[src/rtl/product_cpa_pipe_if.sv]
// Handshake and data bundle between the carry-save multiplier tree, the
// carry-propagate pipeline and the FMA alignment stage downstream of it.
interface product_cpa_pipe_if #(
   parameter int SIG_WIDTH = 23,
   parameter int TAG_WIDTH = 10
);
   localparam int CS_W = 2 * SIG_WIDTH + 4;
   localparam int P_W  = 2 * SIG_WIDTH + 2;

   logic                 flush;
   logic                 in_valid;
   logic                 in_ready;
   logic [CS_W-1:0]      cs_sum;
   logic [CS_W-1:0]      cs_carry;
   logic [TAG_WIDTH-1:0] in_tag;
   logic                 out_valid;
   logic                 out_ready;
   logic [P_W-1:0]       prod;
   logic                 prod_hi;
   logic                 range_err;
   logic [TAG_WIDTH-1:0] out_tag;

   // Producer/consumer side: drives the carry-save words and the output ready
   modport master (
      output flush, in_valid, cs_sum, cs_carry, in_tag, out_ready,
      input  in_ready, out_valid, prod, prod_hi, range_err, out_tag
   );

   // Pipeline side: resolves the carry-save pair and presents the product
   modport slave (
      input  flush, in_valid, cs_sum, cs_carry, in_tag, out_ready,
      output in_ready, out_valid, prod, prod_hi, range_err, out_tag
   );
endinterface

[src/rtl/product_cpa_pipe.sv]
// Two-stage carry-propagate adder that collapses the multiplier's carry-save
// sum/carry pair into one binary product. The low half is added in stage 1,
// the high half plus the low-half carry in stage 2. A sideband tag rides along
// and both sides use valid/ready handshakes with a two-deep skid-free pipeline.
module product_cpa_pipe #(
   parameter int SIG_WIDTH = 23,
   parameter int TAG_WIDTH = 10
) (
   input logic              clk,
   input logic              rst,
   product_cpa_pipe_if.slave bus
);
   localparam int CS_W = 2 * SIG_WIDTH + 4;
   localparam int LO_W = SIG_WIDTH + 2;
   localparam int HI_W = CS_W - LO_W;
   localparam int P_W  = 2 * SIG_WIDTH + 2;

   logic                 s1_valid_q, s1_valid_d;
   logic [LO_W-1:0]      s1_lo_q, s1_lo_d;
   logic                 s1_c1_q, s1_c1_d;
   logic [HI_W-1:0]      s1_sum_hi_q, s1_sum_hi_d;
   logic [HI_W-1:0]      s1_carry_hi_q, s1_carry_hi_d;
   logic [TAG_WIDTH-1:0] s1_tag_q, s1_tag_d;

   logic                 s2_valid_q, s2_valid_d;
   logic [P_W-1:0]       prod_q, prod_d;
   logic                 prod_hi_q, prod_hi_d;
   logic                 range_err_q, range_err_d;
   logic [TAG_WIDTH-1:0] s2_tag_q, s2_tag_d;

   logic                 in_ready;
   logic                 s1_load;
   logic                 s2_load;
   logic [LO_W:0]        lo_sum;
   logic [HI_W-1:0]      hi_sum;
   logic [CS_W-1:0]      full_sum;

   // Handshake: stage 1 can take a word whenever either stage is empty or the
   // consumer is draining this cycle, so a full pipe still streams without bubbles
   always_comb begin
      in_ready = ~s1_valid_q | ~s2_valid_q | bus.out_ready;
      s1_load  = bus.in_valid & in_ready;
      s2_load  = s1_valid_q & (~s2_valid_q | bus.out_ready);
   end

   // Stage 1: add the low halves and keep the raw upper halves for stage 2
   always_comb begin
      lo_sum        = {1'b0, bus.cs_sum[LO_W-1:0]} + {1'b0, bus.cs_carry[LO_W-1:0]};
      s1_lo_d       = s1_lo_q;
      s1_c1_d       = s1_c1_q;
      s1_sum_hi_d   = s1_sum_hi_q;
      s1_carry_hi_d = s1_carry_hi_q;
      s1_tag_d      = s1_tag_q;
      if (s1_load) begin
         s1_lo_d       = lo_sum[LO_W-1:0];
         s1_c1_d       = lo_sum[LO_W];
         s1_sum_hi_d   = bus.cs_sum[CS_W-1:LO_W];
         s1_carry_hi_d = bus.cs_carry[CS_W-1:LO_W];
         s1_tag_d      = bus.in_tag;
      end
      s1_valid_d = bus.flush ? 1'b0 : (s1_load | (s1_valid_q & ~s2_load));
   end

   // Stage 2: finish the upper half with the carry out of the low half; any
   // carry beyond the top bit is dropped because the multiplier relies on wrap
   always_comb begin
      hi_sum      = s1_sum_hi_q + s1_carry_hi_q + HI_W'(s1_c1_q);
      full_sum    = {hi_sum, s1_lo_q};
      prod_d      = prod_q;
      prod_hi_d   = prod_hi_q;
      range_err_d = range_err_q;
      s2_tag_d    = s2_tag_q;
      if (s2_load) begin
         prod_d      = full_sum[P_W-1:0];
         prod_hi_d   = full_sum[P_W-1];
         range_err_d = |full_sum[CS_W-1:P_W];
         s2_tag_d    = s1_tag_q;
      end
      s2_valid_d = bus.flush ? 1'b0 : (s2_load | (s2_valid_q & ~bus.out_ready));
   end

   // Pipeline registers; reset empties both stages and zeroes the visible outputs
   always_ff @(posedge clk or posedge rst) begin
      if (rst) begin
         s1_valid_q    <= 1'b0;
         s1_lo_q       <= '0;
         s1_c1_q       <= 1'b0;
         s1_sum_hi_q   <= '0;
         s1_carry_hi_q <= '0;
         s1_tag_q      <= '0;
         s2_valid_q    <= 1'b0;
         prod_q        <= '0;
         prod_hi_q     <= 1'b0;
         range_err_q   <= 1'b0;
         s2_tag_q      <= '0;
      end else begin
         s1_valid_q    <= s1_valid_d;
         s1_lo_q       <= s1_lo_d;
         s1_c1_q       <= s1_c1_d;
         s1_sum_hi_q   <= s1_sum_hi_d;
         s1_carry_hi_q <= s1_carry_hi_d;
         s1_tag_q      <= s1_tag_d;
         s2_valid_q    <= s2_valid_d;
         prod_q        <= prod_d;
         prod_hi_q     <= prod_hi_d;
         range_err_q   <= range_err_d;
         s2_tag_q      <= s2_tag_d;
      end
   end

   assign bus.in_ready  = in_ready;
   assign bus.out_valid = s2_valid_q;
   assign bus.prod      = prod_q;
   assign bus.prod_hi   = prod_hi_q;
   assign bus.range_err = range_err_q;
   assign bus.out_tag   = s2_tag_q;
endmodule

[src/flat_wrapper.sv]
// flat-port wrapper written by rule: the top's interface ports become plain ports
module product_cpa_pipe_flat 
#(
   parameter int SIG_WIDTH = 23,
   parameter int TAG_WIDTH = 10
)
  (clk, rst, bus_flush, bus_in_valid, bus_cs_sum, bus_cs_carry, bus_in_tag, bus_out_ready, bus_in_ready, bus_out_valid, bus_prod, bus_prod_hi, bus_range_err, bus_out_tag);
  product_cpa_pipe_if #(.SIG_WIDTH(SIG_WIDTH), .TAG_WIDTH(TAG_WIDTH)) bus_i ();
  input logic clk;
  input logic rst;
  input wire logic [$bits(bus_i.flush)-1:0] bus_flush;
  input wire logic [$bits(bus_i.in_valid)-1:0] bus_in_valid;
  input wire logic [$bits(bus_i.cs_sum)-1:0] bus_cs_sum;
  input wire logic [$bits(bus_i.cs_carry)-1:0] bus_cs_carry;
  input wire logic [$bits(bus_i.in_tag)-1:0] bus_in_tag;
  input wire logic [$bits(bus_i.out_ready)-1:0] bus_out_ready;
  output wire logic [$bits(bus_i.in_ready)-1:0] bus_in_ready;
  output wire logic [$bits(bus_i.out_valid)-1:0] bus_out_valid;
  output wire logic [$bits(bus_i.prod)-1:0] bus_prod;
  output wire logic [$bits(bus_i.prod_hi)-1:0] bus_prod_hi;
  output wire logic [$bits(bus_i.range_err)-1:0] bus_range_err;
  output wire logic [$bits(bus_i.out_tag)-1:0] bus_out_tag;
  assign bus_i.flush = bus_flush;
  assign bus_i.in_valid = bus_in_valid;
  assign bus_i.cs_sum = bus_cs_sum;
  assign bus_i.cs_carry = bus_cs_carry;
  assign bus_i.in_tag = bus_in_tag;
  assign bus_i.out_ready = bus_out_ready;
  assign bus_in_ready = bus_i.in_ready;
  assign bus_out_valid = bus_i.out_valid;
  assign bus_prod = bus_i.prod;
  assign bus_prod_hi = bus_i.prod_hi;
  assign bus_range_err = bus_i.range_err;
  assign bus_out_tag = bus_i.out_tag;
  product_cpa_pipe #(.SIG_WIDTH(SIG_WIDTH), .TAG_WIDTH(TAG_WIDTH)) u_core (.clk(clk), .rst(rst), .bus(bus_i));
endmodule
[config.mk]
export PLATFORM = sky130hd
export DESIGN_NAME = product_cpa_pipe_flat
export DESIGN_NICKNAME = d
export VERILOG_FILES = /design/src/rtl/product_cpa_pipe_if.sv /design/src/rtl/product_cpa_pipe.sv /design/src/flat_wrapper.sv
export SDC_FILE = /design/constraint.sdc
export NUM_CORES = 1
export LEC_CHECK = 0
export BUFFER_PORTS_ARGS = -buffer_cell sky130_fd_sc_hd__buf_2
export CAP_MARGIN = 30
export CORE_UTILIZATION = 40
export CTS_BUF_LIST = sky130_fd_sc_hd__clkbuf_8
export DETAILED_ROUTE_END_ITERATION = 8
export HOLD_SLACK_MARGIN = 0.05
export PLACE_DENSITY = 0.74
export SLEW_MARGIN = 20
export SYNTH_ARGS = -nofsm -noshare
export SYNTH_HDL_FRONTEND = slang
export SYNTH_SLANG_ARGS = --single-unit
[constraint.sdc]
create_clock -name clk -period 4.09 [get_ports clk]
set_input_delay 0.409 -clock clk [delete_from_list [all_inputs] [get_ports clk]]
set_output_delay 0.409 -clock clk [all_outputs]
set_load 0.02 [all_outputs]
# Yosys cells after proc, flatten, opt, wreduce, memory -nomap -nowiden
# Cells that the tools add are included.
# classes
add_sub_neg,3
bitwise_logic,13
mux,2
reduce_logical,1
# ops
op,n
adder 25 x 25 -> 26 bit,1
adder 25 x 1 -> 25 bit,1
adder 25 bit,1
bitwise OR 1 bit,5
bitwise AND 1 bit,4
NOT 1 bit,4
2-to-1 mux 1 bit,2
OR reduction 2 bit,1
# word_totals
word_cells,30
inputBits,115
regBits,148

# Depth between registers and ports, before layout
# depth
depth_word,7
depth_mapped,11
mapped_depth_nobuf,11

# Worst setup path before layout
# OpenSTA, ideal clock, no wires.
# synth_timing
path_type,reg2reg
from,reg u_core.s1_carry_hi_q[0]
to,reg u_core.range_err_q (netlist: u_core.bus.range_err)
required_time_ps,3949
setup_slack_ps,1504
n_path_buf,0
arrival_time_ps,2444
period_less_slack_ps,2586
setup_ps,141
stages_incl_launch_ff,10
cell_sequence,dfrtp_1 fa_1 a211oi_2 o211ai_2 a311o_1 a41o_4 a31oi_4 mux2i_1 xnor2_1 a31oi_1
# synth_via
elab_chain_cells,3
# synth_rtl
item,line,rtl
from (decl),product_cpa_pipe.sv:22,"logic [HI_W-1:0] s1_carry_hi_q, s1_carry_hi_d;"
from (signal assigned),product_cpa_pipe.sv:101,s1_carry_hi_q <= s1_carry_hi_d;
adder 25 bit,product_cpa_pipe.sv:67,hi_sum = s1_sum_hi_q + s1_carry_hi_q + HI_W'(s1_c1_q);
adder 25 x 1 -> 25 bit,product_cpa_pipe.sv:67,
OR reduction 2 bit,product_cpa_pipe.sv:76,range_err_d = |full_sum[CS_W-1:P_W];
to (signal assigned),product_cpa_pipe.sv:106,range_err_q <= range_err_d;
to (decl),product_cpa_pipe.sv:28,"logic range_err_q, range_err_d;"
# Every way passes these cells.
# A chain may end at the register's enable or synchronous reset.

# Worst setup path after layout
# layout_timing
from,reg u_core.s1_c1_q
to,reg u_core.prod_q[41] (netlist: u_core.bus.prod[41])
# layout_via
elab_chain_cells,1
# layout_rtl
item,line,rtl
from (decl),product_cpa_pipe.sv:20,"logic s1_c1_q, s1_c1_d;"
from (signal assigned),product_cpa_pipe.sv:87,s1_c1_q <= 1'b0;
from (signal assigned),product_cpa_pipe.sv:99,s1_c1_q <= s1_c1_d;
adder 25 x 1 -> 25 bit,product_cpa_pipe.sv:67,
to (signal assigned),product_cpa_pipe.sv:104,prod_q <= prod_d;
to (decl),product_cpa_pipe.sv:26,"logic [P_W-1:0] prod_q, prod_d;"
# Every way passes these cells.

==> impl_metrics.json <==
{
  "cp.arrival_ns": 3.26,
  "vias": 6598,
  "synthAdderAreaFrac": 0.0848,
  "drv_slew": 0,
  "htreeDepth": 4,
  "most-common-layout-cells": "350 x nand2_1, 176 x buf_2, 147 x dfrtp_1",
  "cp-start-kind": "register",
  "fillers": 1850,
  "cts_buffer_depth": 2,
  "irDropWorstVdd_mv": 0.182,
  "die_w_um": 142,
  "hpwl_um": 13200,
  "cap_viol_max_count": 0,
  "synthFlopType": "dfrtp_1",
  "critPathKind": "reg -> reg",
  "die_area_um2": 20000,
  "grt_max_degree": 98,
  "reg2reg_depth": 11,
  "critPathRequiredTime_ns": 4.49,
  "core_area_um2": 18900,
  "fin_crit_ns": 2.87,
  "gr-usage-all-layers": 0.189,
  "clockRootBuffer": "clkbuf_8",
  "initial_core_util": 0.412,
  "drive_gt1_frac": 0.222,
  "die_y_um": 142,
  "clkTransAtPathRegs_ns": 0.09,
  "synth-edff-count": 0,
  "utilization": 0.493,
  "drtIter0Drc": 251,
  "synthXorXnorAreaFrac": 0.0427,
  "rows": 50,
  "cp-startpoint": "u_core.s1_c1_q",
  "endpoint": "u_core.bus.prod[41]",
  "final_common_cell": "nand2_1",
  "skew_ns": 0.00949,
  "final-hold-violation-count": 0,
  "grt.overflow.total": 0,
  "ant_nets": 0,
  "cellPowerDensity_nw_per_um2": 445,
  "rsz0062_at_grt": "no",
  "p_sw_frac": 0.369,
  "reg2reg_to": "u_core.bus.prod[41]",
  "hp-class": "in -> async",
  "synthMuxAreaShare": 0.00129,
  "pwr-share-comb": 0.300,
  "post_cts_buffers": 0,
  "grt_pass1_wl_um": 29800,
  "syn_nets": 1054,
  "hold_buffers": 0,
  "drt_pass1_iterations": 4,
  "synth_top_family_by_area": "simple AND/OR/NAND/NOR gates",
  "synth.cell_area_um2": 7790,
  "cts_resized": 0,
  "cts_made_buffers": 17,
  "final.period_utilization": 0.701,
  "multi_input_area_um2": 3950,
  "tightest_slew_ns": 0.966,
  "cp_max_fo": 4,
  "ys_types": 58,
  "switchingPower_w": 0.00153,
  "synthCells": 888,
  "numPortBuffers": 176,
  "p_clk_frac": 0.254,
  "syn_avg_cell_area_um2": 8.77,
  "fmaxAchievable_mhz": 349,
  "setup_viol": 0,
  "ios": 177,
  "sequential_cell_area_um2": 3680,
  "synth_compound_area_frac": 0.149,
  "via_per_inst": 4.96,
  "cts_tree": "done",
  "synthSimpleGateAreaFrac": 0.227,
  "setup-tns-final_ns": 0,
  "place_area_um2": 8940,
  "seq_area_frac_synth": 0.472,
  "async_reset_ff_frac": 1.00,
  "drc": 0,
  "final_net_count": 1221,
  "synthToLayoutAreaGrowth_pct": 19.6,
  "clk_latency_ns": 0.46,
  "clock_sinks": 147,
  "setup.worst_path.end_class": "register",
  "grt_pass1_vias": 6339,
  "status": "finished, final reports clean",
  "routed_wl_um": 18100,
  "place.gp.congestion": 0.912,
  "reg2reg_slack_ns": 1.22,
  "cellLeakagePower_nw": 4.93,
  "antenna_found_initial": 4,
  "p_int_w": 0.00262,
  "reg2reg_from": "u_core.s1_c1_q",
  "fin_area_um2": 9320,
  "maxSlewHeadroom": 0.354,
  "wire_per_inst_um": 13.6,
  "synth-seq-cells": 147,
  "seq_power_share": 0.446,
  "yosysWarnings": 0
}
[power by group through the flow]
stage	clock network [W]	logic, W	registers (W)
final	0.00105	0.00124	0.00185
after global placement	0	0.00123	0.00187
after detailed placement	0	0.00125	0.00188
after global routing	0.00114	0.00139	0.00188
after CTS	0.00108	0.00125	0.00185
after floorplan	0	0.000683	0.00203
[state kept, by name, summed over array words and instances, names as in the netlist]
signal and cells:
u_core.bus.out_tag 10, u_core.s1_sum_hi_q 25, u_core.bus.prod 47, u_core.bus.out_valid 1
u_core.s1_lo_q 25, u_core.s1_tag_q 10, u_core.s1_c1_q 1, u_core.s1_valid_q 1
u_core.bus.prod_hi 1, u_core.s1_carry_hi_q 25, u_core.bus.range_err 1
[critical path, cell delays in order (launching register included)]
cell	delay [ns]
dfrtp_1	0.40
fa_1	0.29
inv_1	0.08
fa_1	0.39
nand2b_1	0.18
a21oi_1	0.25
o21ai_0	0.13
o221a_2	0.27
o21ai_1	0.20
a21oi_1	0.10
or4_1	0.41
nand3_1	0.10
[final cells by class]
class,count,area share
Inverter,11,0.00483
Sequential cell,147,0.395
Timing Repair Buffer,183,0.103
Multi-Input combinational cell,695,0.424
Clock buffer,17,0.0251
Clock inverter,15,0.0129
Antenna cell,2,0.000537
Tap cell,260,0.0349
[routing by layer]
metal | track usage | routed length, µm | share of wire
met5 | 0 | 23 | 0.0013
met2 | 0.312 | 8530 | 0.47
met1 | 0.236 | 8140 | 0.45
met3 | 0.0381 | 947 | 0.052
met4 | 0.0928 | 480 | 0.026
[metrics by stage]
| stage | setup slack (ns) | hold WS, ns | total power (W) | std cells |
|---|---|---|---|---|
| finish | 1.22 | 0.0607 | 0.00414 | 1330 |
| global route | 1.02 | 0.0839 | 0.00441 | 1329 |
| CTS | 1.20 | 0.0717 | 0.00418 | 1327 |
| detailed placement | 1.23 | 0.448 | 0.00313 | 1295 |
| global placement | 1.30 | 0.446 | 0.00310 | 1295 |
| floorplan | 1.50 | 0.439 | 0.00271 | 888 |
[cell families after synthesis]
kind of cell	after synthesis
adders and majority gates	51
xor gates and xnor gates	38
DFF	147
AOI/OAI and AO/OA	172
and+or+nand+nor	433
buffers and inverters	46
muxes	1
[cells in the mapped netlist, types with 3 or more instances]
| master | count | area, µm² |
|---|---|---|
| nand2_1 | 351 | 1320 |
| dfrtp_1 | 147 | 3680 |
| o21ai_0 | 55 | 275 |
| ha_1 | 48 | 601 |
| a21oi_1 | 34 | 170 |
| clkbuf_1 | 34 | 128 |
| xor2_1 | 26 | 228 |
| nor2_1 | 25 | 93.8 |
| a21o_1 | 20 | 150 |
| xnor2_1 | 12 | 105 |
| inv_1 | 11 | 41.3 |
| nand3_1 | 11 | 55.1 |
| a211oi_1 | 8 | 60.1 |
| nor2b_1 | 7 | 43.8 |
| o211ai_1 | 7 | 52.6 |
| a211o_1 | 6 | 52.6 |
| and3_1 | 6 | 37.5 |
| nor3_1 | 6 | 30.0 |
| a31o_2 | 4 | 35.0 |
| nand2b_1 | 4 | 25.0 |
| nor3b_1 | 4 | 30.0 |
| o21a_1 | 4 | 30.0 |
| o21bai_1 | 4 | 30.0 |
| a31oi_1 | 3 | 18.8 |
| and2_1 | 3 | 18.8 |
| fa_1 | 3 | 60.1 |
| nand4_1 | 3 | 18.8 |
| nor4_1 | 3 | 18.8 |
| or2_2 | 3 | 18.8 |
[how the worst min path moves through the flow]
stage | from | end | slack [ns] | cells past startpoint
after floorplan | u_core.s1_tag_q[0] | u_core.bus.out_tag[0] | 0.44 | 2
after global placement | u_core.s1_tag_q[4] | u_core.bus.out_tag[4] | 0.45 | 2
after detailed placement | u_core.s1_lo_q[10] | u_core.bus.prod[10] | 0.45 | 2
after CTS | bus_flush | u_core.s1_valid_q | 0.07 | 2
after global routing | bus_flush | u_core.s1_valid_q | 0.08 | 2
final | rst | u_core.s1_tag_q[2] | 0.06 | 3
(Power assumes the default switching activity.)
